===== config.mk =====
export PLATFORM = sky130hd
export DESIGN_NAME = piso_128bit
export DESIGN_NICKNAME = d
export VERILOG_FILES = /design/src/rtl/piso_128bit.sv
export SDC_FILE = /design/constraint.sdc
export NUM_CORES = 1
export LEC_CHECK = 0
export ABC_AREA = 1
export CAP_MARGIN = 20
export CORE_MARGIN = 3
export CORE_UTILIZATION = 56
export CTS_CLUSTER_SIZE = 20
export DETAILED_ROUTE_END_ITERATION = 8
export GPL_TIMING_DRIVEN = 1
export PLACE_DENSITY = 0.85
export SKIP_CTS_REPAIR_TIMING = 1
export SLEW_MARGIN = 20
export SYNTH_ARGS = -nofsm -noshare
export SYNTH_HDL_FRONTEND = slang
export SYNTH_SLANG_ARGS = --single-unit

===== constraint.sdc =====
create_clock -name clk -period 3.35 [get_ports clk]
set_input_delay 0.335 -clock clk [delete_from_list [all_inputs] [get_ports clk]]
set_output_delay 0.335 -clock clk [all_outputs]
set_load 0.02 [all_outputs]

===== src/rtl/piso_128bit.sv =====
// Parallel-in serial-out shifter: loads a WIDTH-bit word in one edge, then emits it one bit per clock.
// Optional macro PISO_STATUS_EN adds the busy/done status ports.
module piso_128bit #(
  parameter int WIDTH     = 128,
  parameter bit MSB_FIRST = 1'b1
) (
  input  logic             clk,
  input  logic             reset_n,
  input  logic             WR_EN,
  input  logic [WIDTH-1:0] parallel_in,
  output logic             serial_out
`ifdef PISO_STATUS_EN
  ,
  output logic             busy,
  output logic             done
`endif
);

  localparam int CNT_W = $clog2(WIDTH + 1);
  localparam logic [CNT_W-1:0] FULL_CNT = CNT_W'(WIDTH);
  localparam logic [CNT_W-1:0] ONE_CNT  = CNT_W'(1);

  logic [WIDTH-1:0] shift_reg;
  logic [WIDTH-1:0] shift_next;
  logic [CNT_W-1:0] bit_cnt;
  logic [CNT_W-1:0] cnt_next;

  // NOTE: every output of this block gets a default first, so no path can infer a latch.
  always_comb begin
    shift_next = shift_reg;
    cnt_next   = bit_cnt;
    if (WR_EN) begin
      shift_next = parallel_in;
      cnt_next   = FULL_CNT;
    end else if (bit_cnt != '0) begin
      // Zero fill leaves the register all-zero after the last bit, which keeps serial_out low when idle.
      shift_next = MSB_FIRST ? {shift_reg[WIDTH-2:0], 1'b0} : {1'b0, shift_reg[WIDTH-1:1]};
      cnt_next   = bit_cnt - ONE_CNT;
    end
  end

  // NOTE: state registers use non-blocking assignments so every flop samples pre-edge values.
  always_ff @(posedge clk) begin
    if (!reset_n) begin
      shift_reg <= '0;
      bit_cnt   <= '0;
    end else begin
      shift_reg <= shift_next;
      bit_cnt   <= cnt_next;
    end
  end

  assign serial_out = MSB_FIRST ? shift_reg[WIDTH-1] : shift_reg[0];

`ifdef PISO_STATUS_EN
  logic done_next;

  // Only a natural 1->0 shift ends a word; reloads and resets truncate silently.
  assign done_next = !WR_EN && (bit_cnt == ONE_CNT);

  always_ff @(posedge clk) begin
    if (!reset_n) begin
      busy <= 1'b0;
      done <= 1'b0;
    end else begin
      busy <= (cnt_next != '0);
      done <= done_next;
    end
  end
`endif

endmodule


==> impl_metrics.env, run 1 <==
export IMPL_netlist_area_sq_um=6758
export IMPL_switching_share=0.3370
export IMPL_cp_slowest_cell="buf_12"
export IMPL_internal_power_uw=3464
export IMPL_synth_nets=1178
export IMPL_final_cell_mix="nand2_1 (520), dfxtp_1 (136), a21oi_1 (132)"
export IMPL_avgSynthCellArea_sq_um=6.467
export IMPL_drtIter0Drc=632
export IMPL_grt_pass1_vias=5858
export IMPL_synthCells=1045
export IMPL_ir_drop_uv=973.6
export IMPL_power_leakage_uw=0.003711
export IMPL_vias=6633
export IMPL_yosysUniqueCellTypes=21
export IMPL_power_switching_uw=1761
export IMPL_wl_microns=15580
export IMPL_p_per_area_nw_per_um2=619.3
export IMPL_critPathArrivalTime_ns=2.52
export IMPL_post_drt_wl_per_cell_microns=12.27
export IMPL_relSlewSlack=0.3412
export IMPL_hpwl_microns=9105
export IMPL_cpMostUsedCell="nand3_1"
export IMPL_ys_warn_count=0
export IMPL_cts_sinks=136
export IMPL_path_buf_inv=2
export IMPL_die_area_sq_um=13420
export IMPL_seqCellArea_sq_um=2723
export IMPL_cp_end_kind="flip-flop"
export IMPL_path_cells="inv_1 > ha_1 > nand3_1 > nor2_4 > buf_12 > nand3_1 > a21oi_1"
export IMPL_finalCritPeriodShare=0.6506
export IMPL_worstSetupPathType="reg2reg"
export IMPL_hold_class="in2reg"
export IMPL_path_depth=7
export IMPL_finalMaxSlewViolations=0
export IMPL_ant_nets=0
export IMPL_post_route_min_period_ns=2.179
export IMPL_drive_gt1_frac=0.05146
export IMPL_start_util=0.5819
export IMPL_grt_max_degree=128
export IMPL_max_cap_viol_count=0
export IMPL_pre_cts_slack_ns=1.280
export IMPL_cts_made_buffers=17
export IMPL_critPathTopFamily="simple AND/OR/NAND/NOR gates"
export IMPL_antenna_found_initial=0
export IMPL_worst_pin_slew_ns=0.9883
export IMPL_busiest_layer="met2"
export IMPL_ys_seq_area_frac=0.4029
export IMPL_cts_tree="built"
export IMPL_largest_reg_flops=128
export IMPL_ys_ff_latch=136
export IMPL_setup_ws_ns=1.171
export IMPL_dr_pass1_iters=5
export IMPL_layout_commonest_cell="nand2_1"
export IMPL_power_frac_clock=0.324
export IMPL_htree_levels=4
export IMPL_rows=39
export IMPL_nFillCells=955
export IMPL_avgViaCountPerCell=5.223
export IMPL_use_met2=0.4012
export IMPL_die_h_microns=115.9
export IMPL_drc=0
export IMPL_required_ns=3.69
export IMPL_reg2reg_depth=7
export IMPL_coreArea_sq_um=11610
export IMPL_clockBufferDepth=2
export IMPL_finClkSkew_ns=0.01268
export IMPL_crit_fanout=117
export IMPL_cts_root_buf="clkbuf_16"
export IMPL_fmax_mhz=458.8
export IMPL_max_stage_delay_ns=0.45
export IMPL_hold_viol_final=0
export IMPL_final_nets=1250
export IMPL_io_pin_count=132
export IMPL_grt_overflow_total=0
export IMPL_rsz0062_at_grt="false"
export IMPL_place_gp_congestion=0.7995
export IMPL_die_w_microns=115.9
export IMPL_worstHoldPathCells=3
export IMPL_worstSkewPairLatency_ns=0.41
export IMPL_syn_to_final_growth_pct=24.85
export IMPL_dpl_cell_area_sq_um=7906
export IMPL_comb_power_share=0.294
export IMPL_finish_instance_area_sq_um=8437
export IMPL_final_core_util=0.7265
export IMPL_grt_use_total=0.2275
export IMPL_clkSlewWorstSetupHoldPaths_ns=0.05
export IMPL_port_buffers=131
export IMPL_grtUsageMet1=0.2743
export IMPL_grtUsageMet3=0.04648
export IMPL_critPathLaunchType="flip-flop"
export IMPL_multi_input_area_sq_um=3535
export IMPL_finalSetupTns_ns=0
export IMPL_status="finished clean"
export IMPL_finalSetupViolations=0
export IMPL_grt_pass1_wl_microns=24910
export IMPL_diodes=0
export IMPL_pwr_share_seq=0.382
## cells in the mapped netlist, drive strengths merged
cell type,instances,area [sq um]
nand2,521,1958
dfxtp,136,2723
nand3,133,765.7
a21oi,132,660.6
buf,47,305.3
clkbuf,37,138.9
inv,15,56.30
nor2,13,63.81
o21ai,3,15.01
xor2,3,26.28
ha,2,25.02
nand4,1,6.260
nor3,1,5.000
xnor2,1,8.760
## final cells by class
| type | instances | share of cell area |
|---|---|---|
| clock buffer | 25 | 0.05754 |
| clock inverter | 4 | 0.005339 |
| inverter | 15 | 0.007860 |
| multi-input combinational | 810 | 0.4190 |
| sequential | 136 | 0.3227 |
| tap | 143 | 0.02121 |
| timing repair buffer | 137 | 0.1664 |
## cells by family (layout without fill, tap and decap cells)
kind of cell / Yosys count / count (layout) / synth area share
compound gates: 135 / 135 / 0.09998
flops: 136 / 136 / 0.4029
simple gates: 669 / 669 / 0.4142
xor+xnor: 4 / 4 / 0.005185
fa+ha+maj: 2 / 2 / 0.003702
buf+inv: 99 / 181 / 0.07406
## power groups by stage
stage	clock network [uW]	logic, uW	registers [uW]
final	1690	1540	2000
after global routing	1780	1730	2020
after CTS	1710	1540	1990
after detailed placement	0	1540	2020
after global placement	0	1520	2010
after floorplan	0	1310	2000
## through the flow
step	hold slack (ns)	instances	total power [uW]
final	0.3652	1270	5225
after global routing	0.3646	1270	5527
after CTS	0.3509	1270	5249
after detailed placement	0.4697	1241	3560
after global placement	0.4644	1241	3532
after floorplan	0.4557	1045	3302
## per-layer routing
metal	wire [microns]	share of wire
met1	7001	0.45
met2	7497	0.48
met3	838	0.054
met4	241	0.015
met5	0	0
## worst register-to-register path: stages, from the launching register on
cell and delay [ns]:
dfxtp_1 0.29, inv_1 0.13, ha_1 0.25, nand3_1 0.14, nor2_4 0.35, buf_12 0.46, nand3_1 0.29, a21oi_1 0.19
## worst paths after layout
check,from,to,slack [ns]
setup / recovery,bit_cnt[0],shift_reg[25],1.17
hold / removal,WR_EN,shift_reg[0],0.37
setup reg to reg,bit_cnt[0],shift_reg[25],1.17
hold reg to reg,shift_reg[35],shift_reg[35],0.47
Power figures use the tool's default switching activity.
==> run 2: changes to the inputs <==
Settings changed: CORE_UTILIZATION 56 to 47, PLACE_DENSITY 0.85 to 0.76.
Clock period 3.35 ns to 2 ns, I/O delays scaled along.
==> impl_metrics.env, run 2 (synthesis gave the netlist of run 1 again) <==
export IMPL_finalSetupTns_ns=0
export IMPL_timing_rr_end="shift_reg[58]"
export IMPL_power_leakage_uw=0.003818
export IMPL_ant_nets=0
export IMPL_cpMostUsedCell="nand3_1"
export IMPL_dr_pass1_iters=5
export IMPL_critPathArrivalTime_ns=2.00
export IMPL_diodes=0
export IMPL_holdCritStartpoint="WR_EN"
export IMPL_worstHoldPathCells=4
export IMPL_die_area_sq_um=15850
export IMPL_max_stage_delay_ns=0.29
export IMPL_crit_fanout=48
export IMPL_ir_drop_uv=977.1
export IMPL_cts_tree="built"
export IMPL_hold_viol_final=0
export IMPL_seqCellArea_sq_um=2723
export IMPL_avgViaCountPerCell=4.988
export IMPL_hold_class="in2reg"
export IMPL_drtIter0Drc=542
export IMPL_vias=6564
export IMPL_hold_end="shift_reg[122]"
export IMPL_cts_sinks=136
export IMPL_port_buffers=131
export IMPL_cp_slowest_cell="dfxtp_1"
export IMPL_finClkSkew_ns=0.008047
export IMPL_nFillCells=1328
export IMPL_post_route_min_period_ns=1.658
export IMPL_drc=0
export IMPL_final_nets=1257
export IMPL_hpwl_microns=9655
export IMPL_worstSetupPathType="reg2reg"
export IMPL_clockBufferDepth=2
export IMPL_grt_pass1_vias=5803
export IMPL_final_cell_mix="nand2_1 (520), dfxtp_1 (136), a21oi_1 (132)"
export IMPL_critPathLaunchType="flip-flop"
export IMPL_grt_pass1_wl_microns=26450
export IMPL_wl_microns=15820
export IMPL_worst_pin_slew_ns=0.5458
export IMPL_start_util=0.4831
export IMPL_finalCritPeriodShare=0.8288
export IMPL_syn_to_final_growth_pct=28.94
export IMPL_relSlewSlack=0.6361
export IMPL_antenna_found_initial=0
export IMPL_rsz0062_at_grt="false"
export IMPL_path_cells="inv_1 > ha_1 > nand3_1 > nor2_4 > buf_12 > nand3_1 > a21oi_1"
export IMPL_htree_levels=4
export IMPL_reg2reg_depth=7
export IMPL_max_cap_viol_count=0
export IMPL_cts_root_buf="clkbuf_16"
export IMPL_place_gp_congestion=0.8343
export IMPL_post_drt_wl_per_cell_microns=12.02
export IMPL_die_w_microns=125.9
export IMPL_worst_r2r_setup_slack_ns=0.34
export IMPL_multi_input_area_sq_um=3535
export IMPL_grt_overflow_total=0
export IMPL_grt_max_degree=98
export IMPL_worstSkewPairLatency_ns=0.42
export IMPL_fmax_mhz=603.3
export IMPL_finalPower_uw=9499
export IMPL_required_ns=2.35
export IMPL_cp_end_kind="flip-flop"
export IMPL_rows=43
export IMPL_coreArea_sq_um=13990
export IMPL_die_h_microns=125.9
export IMPL_drive_gt1_frac=0.06074
export IMPL_p_per_area_nw_per_um2=1090
export IMPL_grt_use_total=0.1965
export IMPL_cts_made_buffers=17
export IMPL_largest_reg_flops=128
export IMPL_clkSlewWorstSetupHoldPaths_ns=0.05
export IMPL_r2r_start="bit_cnt[0]"
export IMPL_io_pin_count=132
export IMPL_finalMaxSlewViolations=0
export IMPL_finalSetupViolations=0
export IMPL_layout_commonest_cell="nand2_1"
export IMPL_status="finished clean"
## run 2: changes by cell type in the layout (fill, tap and decap cells not counted)
cell	change
buf_12	+5
buf_4	+2
bufinv_16	+4
clkbuf_1	-2
clkinv_2	-1
clkinvlp_4	+1
## run 2: worst max-delay path by stage
stage                                to  startpoint  depth (start not counted)
final                     shift_reg[58]  bit_cnt[0]                          7
after global placement       bit_cnt[6]  bit_cnt[0]                          8
after CTS                 shift_reg[77]  bit_cnt[0]                          7
after detailed placement  shift_reg[77]  bit_cnt[0]                          7
after floorplan           shift_reg[45]  bit_cnt[0]                          8
after global routing      shift_reg[66]  bit_cnt[0]                          7
## run 2: critical path, delay by kind of cell, from the launching register on
kind | cells | cell delay [ns]
AND/OR/NAND/NOR | 3 | 0.49
buffers and inverters | 2 | 0.40
flip-flops | 1 | 0.29
adder cells (fa/ha/maj) | 1 | 0.24
AO/OA/AOI/OAI | 1 | 0.15
## run 2: final cells by class
type	instances	area share
clock inverter	8	0.01924
timing repair buffer	144	0.1743
sequential	136	0.3125
multi-input combinational	810	0.4057
tap	180	0.02585
inverter	15	0.007611
clock buffer	23	0.05485
## run 2: stage by stage
stage            util  hold slack, ns  area, sq um  setup WS [ns]  cells
2_1_floorplan       -          0.3483         6758         0.5513   1045
3_3_place_gp   0.5767          0.4637         8068         0.4049   1285
3_5_place_dp   0.5767          0.4697         8068         0.3515   1285
4_1_cts        0.6229          0.1935         8713         0.3320   1316
5_1_grt        0.6229          0.2222         8713         0.1704   1316
6_report       0.6229          0.2118         8713         0.3425   1316
## run 2: report_power, final
group          leakage, uW  internal [uW]  switching (uW)  total [uW]
clock network     0.000313           2300            1120        3420
logic              0.00239           1050            1700        2750
registers          0.00112           3110             223        3340
## run 2: routing by layer
layer  up-vias  part of all wire  wire (microns)  global-route usage
met4         0             0.014             224             0.06688
li1       3486                 -               -                   -
met3        19             0.055             877             0.04835
met1      2895              0.47            7482              0.2656
met5         -                 0               0                   0
met2       164              0.46            7232              0.3086
==> run 3: changes to the inputs <==
Clock period 2 ns to 1.35 ns, I/O delays scaled along.
==> impl_metrics.env, run 3 (synthesis gave the netlist of run 1 again) <==
export IMPL_reg2reg_depth=9
export IMPL_cp_end_kind="flip-flop"
export IMPL_finalSetupViolations=135
export IMPL_final_nets=1332
export IMPL_port_buffers=131
export IMPL_cts_sinks=136
export IMPL_use_met2=0.3196
export IMPL_final_cell_mix="nand2_1 (474), dfxtp_1 (134), clkdlybuf4s50_1 (129)"
export IMPL_grt_pass1_wl_microns=27340
export IMPL_comb_power_share=0.457
export IMPL_max_stage_delay_ns=0.32
export IMPL_cpMostUsedCell="buf_12"
export IMPL_power_switching_uw=5968
export IMPL_syn_to_final_growth_pct=53.19
export IMPL_power_leakage_uw=0.004426
export IMPL_die_w_microns=125.9
export IMPL_critPathTopFamily="buffers and inverters"
export IMPL_grt_max_degree=89
export IMPL_busiest_layer="met2"
export IMPL_worstSkewPairLatency_ns=0.42
export IMPL_post_drt_wl_per_cell_microns=14.19
export IMPL_p_per_area_nw_per_um2=1713
export IMPL_die_h_microns=125.9
export IMPL_path_cells="inv_2 > ha_4 > nand3_4 > nor2_4 > buf_12 > buf_12 > buf_12 > nand3_1 > a21oi_2"
export IMPL_r2r_start="bit_cnt[1]"
export IMPL_post_route_min_period_ns=1.502
export IMPL_layout_commonest_cell="nand2_1"
export IMPL_start_util=0.4831
export IMPL_cp_slowest_cell="dfxtp_2"
export IMPL_ir_drop_uv=1014
export IMPL_fmax_mhz=665.9
export IMPL_critPathArrivalTime_ns=1.85
export IMPL_hpwl_microns=10940
export IMPL_violations="negative setup slack"
export IMPL_setup_ws_ns=-0.1518
export IMPL_worstSetupEndpoint="shift_reg[91]"
export IMPL_path_buf_inv=4
export IMPL_finalSetupTns_ns=-11.10
export IMPL_grtUsageMet3=0.04665
export IMPL_coreArea_sq_um=13990
export IMPL_finalCritPeriodShare=1.112
export IMPL_wl_microns=19750
export IMPL_cts_root_buf="clkbuf_16"
export IMPL_finalMaxSlewViolations=0
export IMPL_drive_gt1_frac=0.2492
export IMPL_drtIter0Drc=442
export IMPL_cts_made_buffers=17
export IMPL_largest_reg_flops=128
export IMPL_place_gp_congestion=0.8232
export IMPL_io_pin_count=132
export IMPL_finalPower_uw=17730
export IMPL_required_ns=1.70
export IMPL_finClkSkew_ns=0.005094
export IMPL_clockBufferDepth=2
export IMPL_die_area_sq_um=15850
export IMPL_clkSlewWorstSetupHoldPaths_ns=0.06
export IMPL_rows=43
export IMPL_ant_nets=0
export IMPL_drc=0
export IMPL_grt_overflow_total=0
export IMPL_holdCritStartpoint="WR_EN"
export IMPL_grtUsageMet1=0.2793
export IMPL_grt_pass1_vias=6028
export IMPL_max_cap_viol_count=0
export IMPL_path_depth=9
export IMPL_cts_tree="built"
export IMPL_grt_use_total=0.2040
export IMPL_relSlewSlack=0.7417
export IMPL_status="finished with violations"
export IMPL_hold_viol_final=0
export IMPL_hold_class="in2reg"
export IMPL_crit_fanout=11
export IMPL_avgViaCountPerCell=5.224
export IMPL_power_frac_clock=0.262
export IMPL_rsz0062_at_grt="true"
export IMPL_dr_pass1_iters=6
export IMPL_worstSetupPathType="reg2reg"
export IMPL_antenna_found_initial=0
export IMPL_switching_share=0.3365
export IMPL_timing_rr_end="shift_reg[91]"
export IMPL_vias=7272
export IMPL_htree_levels=4
export IMPL_diodes=0
export IMPL_pwr_share_seq=0.281
export IMPL_crit_start="bit_cnt[1]"
export IMPL_internal_power_uw=11770
export IMPL_critPathLaunchType="flip-flop"
export IMPL_worst_pin_slew_ns=0.3875
export IMPL_worst_r2r_setup_slack_ns=-0.15
## run 3: changes by cell type in the layout (fill, tap and decap cells not counted), sizes merged
cell           before  now
buf                14   77
clkbuf             23   36
bufinv              5    2
clkinv              2    5
clkdlybuf4s50     130  129
dlymetal6s2s        0    1
## run 3: through the flow
stage,std cells,utilization,cell area [sq um],hold WS (ns),setup slack (ns)
after floorplan,1045,-,6778,0.2833,0.02372
after global placement,1332,0.6136,8583,0.4609,-0.04566
after detailed placement,1332,0.6136,8583,0.4669,-0.08692
after CTS,1364,0.6561,9178,0.1031,-0.1613
after global routing,1392,0.7401,10350,0.1211,-0.2098
final,1392,0.7401,10350,0.1094,-0.1518
## run 3: how the worst min path moves through the flow
stage / to / slack (ns) / depth (start not counted)
floorplan: shift_reg[0] / 0.28 / 2
detailed placement: shift_reg[41] / 0.47 / 2
global placement: shift_reg[29] / 0.46 / 2
global route: bit_cnt[0] / 0.12 / 4
CTS: bit_cnt[0] / 0.10 / 4
finish: bit_cnt[1] / 0.11 / 4
## run 3: cell type report
type | instances | area, sq um
repair buffers | 219 | 2552
inverters | 15 | 66.31
flip-flops and latches | 136 | 2725
multi-input cells | 810 | 4189
well taps | 180 | 225.2
fillers | 1025 | 3636
clock inverters | 8 | 92.59
clock buffers | 24 | 501.7
## run 3: power groups by stage
stage | combinational [uW] | clock, uW | sequential [uW]
after floorplan | 3300 | 0 | 4960
after global placement | 5340 | 0 | 4980
after detailed placement | 5370 | 0 | 5000
after CTS | 5420 | 4660 | 4920
after global routing | 8630 | 4840 | 5040
final | 8110 | 4640 | 4980
## run 3: tightest hold or removal path, cell delays in order
cell     delay [ns]
buf_4          0.16
nor2_1         0.10
o21ai_2        0.07
a21oi_2        0.03
## run 3: metal layers
metal / up-vias / wire (microns)
met5: - / 0
met4: 0 / 404
met2: 213 / 9483
met1: 3367 / 8905
li1: 3657 / -
met3: 35 / 960
